==> src/rtl/load_store_unit.sv <==
// Load/store unit bridging RISC-V byte/half/word requests onto a word-wide data memory.
// Sub-word stores are handled as read-modify-write; malformed requests never reach memory.
module load_store_unit #(
  parameter int unsigned MEM_WORDS = 64
) (
  input  logic        clk,
  input  logic        rst_n,
  input  logic        req_valid,
  output logic        req_ready,
  input  logic        req_we,
  input  logic [2:0]  req_funct3,
  input  logic [31:0] req_addr,
  input  logic [31:0] req_wdata,
  output logic        resp_valid,
  input  logic        resp_ready,
  output logic [31:0] resp_rdata,
  output logic        resp_err,
  output logic        mem_we,
  output logic [31:0] mem_addr,
  output logic [31:0] mem_wd,
  output logic [2:0]  mem_funct3,
  input  logic [31:0] mem_rdata
);

  typedef enum logic [1:0] {IDLE, READ, WRITE, RESP} state_t;

  state_t      state_q, state_d;
  logic [31:0] addr_q, addr_d;
  logic        we_q, we_d;
  logic [2:0]  funct3_q, funct3_d;
  logic [31:0] wdata_q, wdata_d;
  logic        req_ready_q, req_ready_d;
  logic        resp_valid_q, resp_valid_d;
  logic [31:0] resp_rdata_q, resp_rdata_d;
  logic        resp_err_q, resp_err_d;
  logic        mem_we_q, mem_we_d;
  logic [31:0] mem_addr_q, mem_addr_d;
  logic [31:0] mem_wd_q, mem_wd_d;
  logic        req_err;

  function automatic logic [31:0] load_extract(input logic [31:0] word,
                                               input logic [1:0]  lane,
                                               input logic [2:0]  f3);
    logic [7:0]  b;
    logic [15:0] h;
    logic [31:0] res;
    b = word[{lane, 3'b000} +: 8];
    h = lane[1] ? word[31:16] : word[15:0];
    case (f3)
      3'b000:  res = {{24{b[7]}}, b};
      3'b001:  res = {{16{h[15]}}, h};
      3'b100:  res = {24'h0, b};
      3'b101:  res = {16'h0, h};
      default: res = word;
    endcase
    return res;
  endfunction

  function automatic logic [31:0] store_merge(input logic [31:0] word,
                                              input logic [1:0]  lane,
                                              input logic [2:0]  f3,
                                              input logic [31:0] wd);
    logic [31:0] res;
    res = word;
    case (f3)
      3'b000: res[{lane, 3'b000} +: 8] = wd[7:0];
      3'b001: begin
        if (lane[1]) res[31:16] = wd[15:0];
        else         res[15:0]  = wd[15:0];
      end
      default: res = wd;
    endcase
    return res;
  endfunction

  always_comb begin
    req_err = 1'b0;
    if (req_we) begin
      if (req_funct3 > 3'b010) req_err = 1'b1;
    end else if (req_funct3 == 3'b011 || req_funct3 == 3'b110 || req_funct3 == 3'b111) begin
      req_err = 1'b1;
    end
    if (req_funct3[1:0] == 2'b01 && req_addr[0])          req_err = 1'b1;
    if (req_funct3[1:0] == 2'b10 && req_addr[1:0] != 2'b00) req_err = 1'b1;
    if ({2'b00, req_addr[31:2]} >= MEM_WORDS)             req_err = 1'b1;
  end

  always_comb begin
    state_d      = state_q;
    addr_d       = addr_q;
    we_d         = we_q;
    funct3_d     = funct3_q;
    wdata_d      = wdata_q;
    req_ready_d  = req_ready_q;
    resp_valid_d = resp_valid_q;
    resp_rdata_d = resp_rdata_q;
    resp_err_d   = resp_err_q;
    mem_we_d     = mem_we_q;
    mem_addr_d   = mem_addr_q;
    mem_wd_d     = mem_wd_q;
    case (state_q)
      IDLE: begin
        if (req_valid) begin
          addr_d      = req_addr;
          we_d        = req_we;
          funct3_d    = req_funct3;
          wdata_d     = req_wdata;
          req_ready_d = 1'b0;
          if (req_err) begin
            state_d      = RESP;
            resp_valid_d = 1'b1;
            resp_err_d   = 1'b1;
            resp_rdata_d = '0;
          end else if (req_we && req_funct3 == 3'b010) begin
            state_d    = WRITE;
            mem_we_d   = 1'b1;
            mem_addr_d = {req_addr[31:2], 2'b00};
            mem_wd_d   = req_wdata;
          end else begin
            state_d    = READ;
            mem_addr_d = {req_addr[31:2], 2'b00};
          end
        end
      end
      READ: begin
        // Outputs are registered, so the merged store word is formed from mem_rdata here
        // and presented during WRITE without a separate capture register.
        if (we_q) begin
          state_d  = WRITE;
          mem_we_d = 1'b1;
          mem_wd_d = store_merge(mem_rdata, addr_q[1:0], funct3_q, wdata_q);
        end else begin
          state_d      = RESP;
          mem_addr_d   = '0;
          resp_valid_d = 1'b1;
          resp_err_d   = 1'b0;
          resp_rdata_d = load_extract(mem_rdata, addr_q[1:0], funct3_q);
        end
      end
      WRITE: begin
        state_d      = RESP;
        mem_we_d     = 1'b0;
        mem_addr_d   = '0;
        mem_wd_d     = '0;
        resp_valid_d = 1'b1;
        resp_err_d   = 1'b0;
        resp_rdata_d = '0;
      end
      RESP: begin
        if (resp_ready) begin
          state_d      = IDLE;
          req_ready_d  = 1'b1;
          resp_valid_d = 1'b0;
          resp_err_d   = 1'b0;
          resp_rdata_d = '0;
        end
      end
      default: begin
        state_d     = IDLE;
        req_ready_d = 1'b1;
      end
    endcase
  end

  always_ff @(posedge clk or negedge rst_n) begin
    if (!rst_n) begin
      state_q      <= IDLE;
      addr_q       <= '0;
      we_q         <= 1'b0;
      funct3_q     <= '0;
      wdata_q      <= '0;
      req_ready_q  <= 1'b1;
      resp_valid_q <= 1'b0;
      resp_rdata_q <= '0;
      resp_err_q   <= 1'b0;
      mem_we_q     <= 1'b0;
      mem_addr_q   <= '0;
      mem_wd_q     <= '0;
    end else begin
      state_q      <= state_d;
      addr_q       <= addr_d;
      we_q         <= we_d;
      funct3_q     <= funct3_d;
      wdata_q      <= wdata_d;
      req_ready_q  <= req_ready_d;
      resp_valid_q <= resp_valid_d;
      resp_rdata_q <= resp_rdata_d;
      resp_err_q   <= resp_err_d;
      mem_we_q     <= mem_we_d;
      mem_addr_q   <= mem_addr_d;
      mem_wd_q     <= mem_wd_d;
    end
  end

  assign req_ready  = req_ready_q;
  assign resp_valid = resp_valid_q;
  assign resp_rdata = resp_rdata_q;
  assign resp_err   = resp_err_q;
  assign mem_we     = mem_we_q;
  assign mem_addr   = mem_addr_q;
  assign mem_wd     = mem_wd_q;
  assign mem_funct3 = 3'b010;

endmodule
==> config.mk <==
export PLATFORM = sky130hd
export DESIGN_NAME = load_store_unit
export DESIGN_NICKNAME = d
export VERILOG_FILES = /design/src/rtl/load_store_unit.sv
export SDC_FILE = /design/constraint.sdc
export NUM_CORES = 1
export LEC_CHECK = 0
export CORE_ASPECT_RATIO = 1.2
export CORE_MARGIN = 2
export CORE_UTILIZATION = 44
export DETAILED_ROUTE_END_ITERATION = 10
export GPL_TIMING_DRIVEN = 0
export PLACE_DENSITY = 0.86
export SYNTH_ARGS = -nofsm -noshare
export SYNTH_HDL_FRONTEND = slang
export SYNTH_SLANG_ARGS = --single-unit
==> constraint.sdc <==
create_clock -name clk -period 2.6 [get_ports clk]
set_input_delay 0.52 -clock clk [delete_from_list [all_inputs] [get_ports clk]]
set_output_delay 0.52 -clock clk [all_outputs]
set_load 0.01 [all_outputs]
# ---- After elaboration in Yosys (flattened, before gate mapping)
# Cells that the tools add are included.
dict set report classes {
  addsub 1
  n_lt_le_gt_ge 2
  n_eq_ne 19
  shift 3
  mux 47
  reduce_logical 16
}
# cell count
set op_table {}
lappend op_table {{$mux W32} 11}
lappend op_table {{$pmux W32 S4} 2}
lappend op_table {{$pmux W32 S3} 2}
lappend op_table {{$pmux W32 S2} 1}
lappend op_table {{$mux W16} 3}
lappend op_table {{$bwmux W32} 1}
lappend op_table {{$shift A8 B7 Y32 const A} 1}
lappend op_table {{$shiftx A32 B6 Y8} 1}
lappend op_table {{$shiftx A8 B7 Y32} 1}
lappend op_table {{$ge A30 B7 Y1 const B} 1}
lappend op_table {{$mux W1} 18}
lappend op_table {{$ne A2 B2 Y1 const B} 7}
lappend op_table {{$eq A3 B3 Y1 const B} 4}
lappend op_table {{$mux W2} 4}
lappend op_table {{$pmux W1 S4} 2}
lappend op_table {{$pmux W2 S4} 1}
lappend op_table {{$reduce_and A4 Y1} 2}
lappend op_table {{$neg A5 Y7} 1}
lappend op_table {{$eq A2 B2 Y1 const B} 3}
lappend op_table {{$eq A3 B2 Y1 const B} 2}
lappend op_table {{$reduce_and A5 Y1} 1}
lappend op_table {{$eq A2 B1 Y1 const B} 2}
lappend op_table {{$reduce_and A2 Y1} 2}
lappend op_table {{$reduce_bool A2 Y1} 2}
lappend op_table {{other kinds (10)} 13}
dict set report totals {
  ff_bits 140
  output_inout_bits 103
  word_cells 100
}

# ---- Longest topological paths before layout
dict set report depth {
  word_depth 11
  mapped_depth 10
}

# ---- Worst setup path before layout
# No wires, ideal clock.
dict set report synth_path {
  path_kind {flip-flop to flip-flop}
  start {register addr_q[1]}
  end {register mem_wd_q[11], in the netlist mem_wd[11]}
  setup_ns 0.125
  arrival_ns 2.349
  slack_ns 0.126
  path_stages_with_launch 11
  synth_period_minus_slack_ns 2.474
  path_cell_list {dfrtp_1 -> clkbuf_1 -> inv_1 -> clkbuf_1 -> ha_1 -> and4b_1 -> clkbuf_1 -> a22o_1 -> a22oi_1 -> a31oi_1 -> mux2_4}
}
dict set report synth_via {
  elab_chain_cells 6
}
# element line
set synth_lines {}
lappend synth_lines {{start: declaration} 28} ;# logic [31:0] addr_q, addr_d;
lappend synth_lines {{start signal: assignment} 181} ;# addr_q <= addr_d;
lappend synth_lines {{$neg A5 Y7} 66} ;# 3'b000: res[{lane, 3'b000} +: 8] = wd[7:0];
lappend synth_lines {{$shiftx A8 B7 Y32 or $shift A8 B7 Y32 (tied branches)} 66}
lappend synth_lines {{$bwmux W32} 66}
lappend synth_lines {{$pmux W32 S2 *} 65} ;# case (f3)
lappend synth_lines {{$mux W32 *} 128} ;# if (we_q) begin
lappend synth_lines {{$pmux W32 S3 *} 101} ;# case (state_q)
lappend synth_lines {{end signal: assignment} 191} ;# mem_wd_q <= mem_wd_d;
lappend synth_lines {{end: declaration} 38} ;# logic [31:0] mem_wd_q, mem_wd_d;
# Mark *: on every way between the ends. The rest lies on a longest branch, timed or not. The select of a mux whose other input is x is not followed.
# A chain may end at the register's enable or synchronous reset.

# ---- Worst setup path after layout
dict set report layout_path {
  start {input port req_funct3[0]}
  end {register mem_wd_q[18], in the netlist mem_wd[18]}
}
dict set report layout_via {
  elab_chain_cells 10
}
# element line
set layout_lines {}
lappend layout_lines {{start: declaration} 11} ;# input logic [2:0] req_funct3,
lappend layout_lines {{parallel branches: the longest is 9 deep, another holds $gt A3 B2 Y1} --}
lappend layout_lines {{$reduce_and A5 Y1 (no line) *} --}
# Mark *: on every way between the ends.

==> results.md <==
* Drt wl/cell at about 21 um
* Adder-cell share of the synthesized area at 1.70%
* EDFF count, synth at 0
* PortBufs at roughly 200
* Antenna fix cells at 0
* Detail Route Antenna Nets at 0
* Row cnt at 51
* Net Switching at 5.37 mW
* Die Y at 146 um
* CP Class: in -> reg
* Final WS setup at 67.1 ps
* Leak at 4.47 nW
* Buf/Inv on CP at 3
* Largest family of logic cells by synthesized area: multiplexers
* Actual slew at the worst max-slew pin at 806 ps
* Outcome: complete, no violations
* Final std cells w/o fill at 1,097
* Final Max Tran Viols at 0
* Internal at 8.09 mW
* Critical path origin: req_funct3[0]
* Worst path depth at 8
* Switching fraction of total power at around 40%
* Number of global-route vias before repair at 6,459
* Worst reg2reg startpoint: addr_q[1]
* Top sig layer: met4
* Arrival @ worst endpoint at 2840 ps
* Top cell type by total area after synthesis: dfrtp_1
* Rel. slew slack at between 40% and 50%
* Multiplexer area fraction after synthesis at a little under a fifth
* Fmax at 0.395 GHz
* H-tree depth at 4
* Clock power share at approximately 19%
* Clock slew at reported path FFs at ~60 ps
* Slowest CP cell: clkdlybuf4s50_1
* Final net count at 986
* First-pass detailed-route iteration total at 5
* VDD IR max at around 0.8 mV
* # fillers at 1,303
* Top cells by area, synth: dfrtp_1, mux2_2, mux2_4
* Worst r2r path cells at 9
* Hold Vio Cnt, Final at 0
* Compound-Gate Fraction of Synth Area at 18.1%
* CTS buffer count at 17
* Minimum clock period at 2530 ps
* Reg-to-reg slack, setup at about 110 ps
* Clock Root Buffer: clkbuf_16
* Final Cell Area at slightly above 0.01 mm2
* CP startpoint kind: input port
* #FFs+latches synth at 138
* Yosys warnings at 0
* Clk sink count at approximately 140
* CP Cell Sequence: clkdlybuf4s50_1 -> o41ai_2 -> o21ai_2 -> o41ai_1 -> nand3_2 -> buf_4 -> buf_6 -> mux2_1
* Asr flop ratio synth at 100%
* Post-Synth XOR/XNOR Area at 0%
* Crit-path max FO at 10
* RD Place Congestion at 0.979
* Die width at 122 um
* Largest net degree at the start of global routing at 71
* CTS tree: done
* DRC Markers at 0
* Clk_lat worst skew at 440 ps
* Hold Path Class: in -> async
* Req. time, crit path at between 2000 and 3000 ps
* Met2 WL at 11.3 mm
* Overflow after GRT at 0
* Worst-case clock buffer depth at 2
* Simple-Gate Fraction of Synth Area at slightly above 9%
* Largest stage delay, worst path at 510 ps
* Die area at about 0.018 mm2
* Initial antenna violation count at 0
* Seq pwr share at 27.1%
* First-pass GRT wire length at between 30 and 40 mm
* Num ports at 207
* Crit path to: mem_wd[18]
* Sequential fraction of the synthesis area at 47.0%
* Metal1 wirelength at between 9 and 10 mm
* Post-Synthesis Cell Area at 0.00735 mm2
* Top_reg_cell synth: dfrtp_1
* Mean Syn Cell Area at 11.4 um2
* Metal3 WL at 2.00 mm
* Maximum Capacitance Violations at 0
* Synth Instances at 644
* Power share of the combinational group at 54.4%
* Post-DP HPWL at approximately 17 mm
* Layout cell share with drive strength beyond 1 at between 10% and 20%
* Via count at 6,387
* DR vias/cell at a little under 6
* Power Dens Cells at approximately 1300 mW/mm2
* Post-Place Worst Slack at -458 ps
* Final WL at 23.3 mm
* Top cell type's share of synthesized area at 46.7%
* Tcrit/Tclk final at between 90% and 100%
* Final core occ at a little under two thirds
* Delay-heaviest family, CP: compound AO/OA/AOI/OAI gates
* Post-synthesis cell type count at 57
* Worst r2r dst: mem_wd[13]
* Initial DRC Count at 521
* Power, Total at between 10 and 15 mW
* Area added between synthesis and finish at 41.0%
* Worst Skew at around 6.5 ps
* Final setup vio count at 0
* Worst setup EP type: register
* Core area at 0.0163 mm2
* GRT Resource Usage Total at approximately a quarter
* Placed cell areas at 0.00966 mm2
* Hold buffer count at CTS at 0
* Initial Utilization at between 40% and 50%
* DP Cell Count at 1,061
[placed cells by master (no fill, tap or decap), types with 4 or more instances in the layout]
| master | instances |
|---|---|
| nor2b_1 | 13 |
| a32oi_1 | 4 |
| a22o_1 | 16 |
| a222oi_1 | 8 |
| a211oi_1 | 8 |
| nor2_1 | 34 |
| a21oi_1 | 35 |
| inv_6 | 6 |
| o21ai_0 | 14 |
| conb_1 | 5 |
| buf_4 | 10 |
| a31oi_1 | 7 |
| inv_1 | 22 |
| clkbuf_16 | 17 |
| ha_1 | 9 |
| mux2_4 | 32 |
| clkdlybuf4s50_1 | 200 |
| buf_2 | 5 |
| nand2_1 | 25 |
| nand3_1 | 8 |
| dfrtp_1 | 137 |
| mux2i_1 | 19 |
| clkbuf_1 | 26 |
| o221ai_1 | 9 |
| nor4_1 | 6 |
| clkinvlp_4 | 4 |
| a21o_1 | 8 |
| clkbuf_2 | 6 |
| and2_1 | 28 |
| a22oi_1 | 9 |
| buf_6 | 7 |
| mux2_2 | 59 |
| o2bb2ai_1 | 32 |
| a221oi_1 | 13 |
[how the worst min path moves through the flow]
stage / end / start / slack, ps / cells past startpoint
3_3_place_gp: mem_addr[31] / mem_addr[31] / 470 / 1
6_report: resp_rdata[30] / rst_n / 90 / 1
3_5_place_dp: mem_addr[10] / mem_addr[10] / 470 / 1
4_1_cts: resp_rdata[27] / rst_n / 120 / 1
2_1_floorplan: addr_q[0] / rst_n / 220 / 0
5_1_grt: resp_rdata[30] / rst_n / 150 / 1
[logic make-up after synthesis]
group,after synthesis
AO/OA/AOI/OAI,177
flip-flops,138
AND/OR/NAND/NOR,128
multiplexers,113
buffers and inverters,76
adder cells (fa/ha/maj),10
other,2
[metrics by stage]
stage,setup TNS [ps],hold WS (ps)
2_1_floorplan,0,224
3_3_place_gp,-634940,469
3_5_place_dp,-24970,470
4_1_cts,0,118
5_1_grt,-2.01,150
6_report,0,88.0
[synthesized netlist by cell type (all sizes together) (9+ instances only)]
cell type	number
o2bb2ai	32
nor2b	13
clkbuf	32
a221oi	13
nand2	25
and2	28
nand3	9
ha	10
dfrtp	137
a21oi	35
o221ai	9
o21ai	15
buf	20
a211oi	9
a22o	16
nor2	34
mux2	93
mux2i	19
inv	23
a22oi	9
[power groups by stage]
stage	registers, mW	clock network [mW]	logic, mW
3_5_place_dp	3.64	0	7.04
6_report	3.65	2.49	7.32
2_1_floorplan	3.67	0	4.51
5_1_grt	3.73	2.63	7.83
3_3_place_gp	3.62	0	6.89
4_1_cts	3.63	2.52	7.20
[repair_timing]
item | 4_1_cts | 5_1_grt
buffers inserted | 5 | 0
setup endpoints to repair | 32 | 39
gates resized for setup | 6 | 13
pin swaps | 1 | 0
[per-layer routing]
layer / global-route usage, % / up-vias
li1: - / 2849
met1: 33.3 / 3113
met4: 11.8 / 0
met2: 43.0 / 359
met5: 0 / -
met3: 7.41 / 66
[registers in the layout, summed over array words and instances, names as in the netlist]
signal,count
addr_q,2
mem_we,1
resp_err,1
mem_wd,32
funct3_q,3
wdata_q,32
we_q,1
state_q,2
resp_valid,1
mem_addr,30
req_ready,1
resp_rdata,32
[final cells by class]
| type | count | area (um2) | area share (%) |
|---|---|---|---|
| plain buffers | 51 | 289 | 2.79 |
| clock buffers | 17 | 425 | 4.11 |
| inverters | 24 | 93.8 | 0.906 |
| repair buffers | 207 | 2080 | 20.1 |
| flip-flops and latches | 138 | 3450 | 33.4 |
| multi-input cells | 433 | 3570 | 34.5 |
| clock inverters | 15 | 175 | 1.69 |
| well taps | 212 | 265 | 2.56 |
Note: power is estimated with default switching activity, not from simulation.
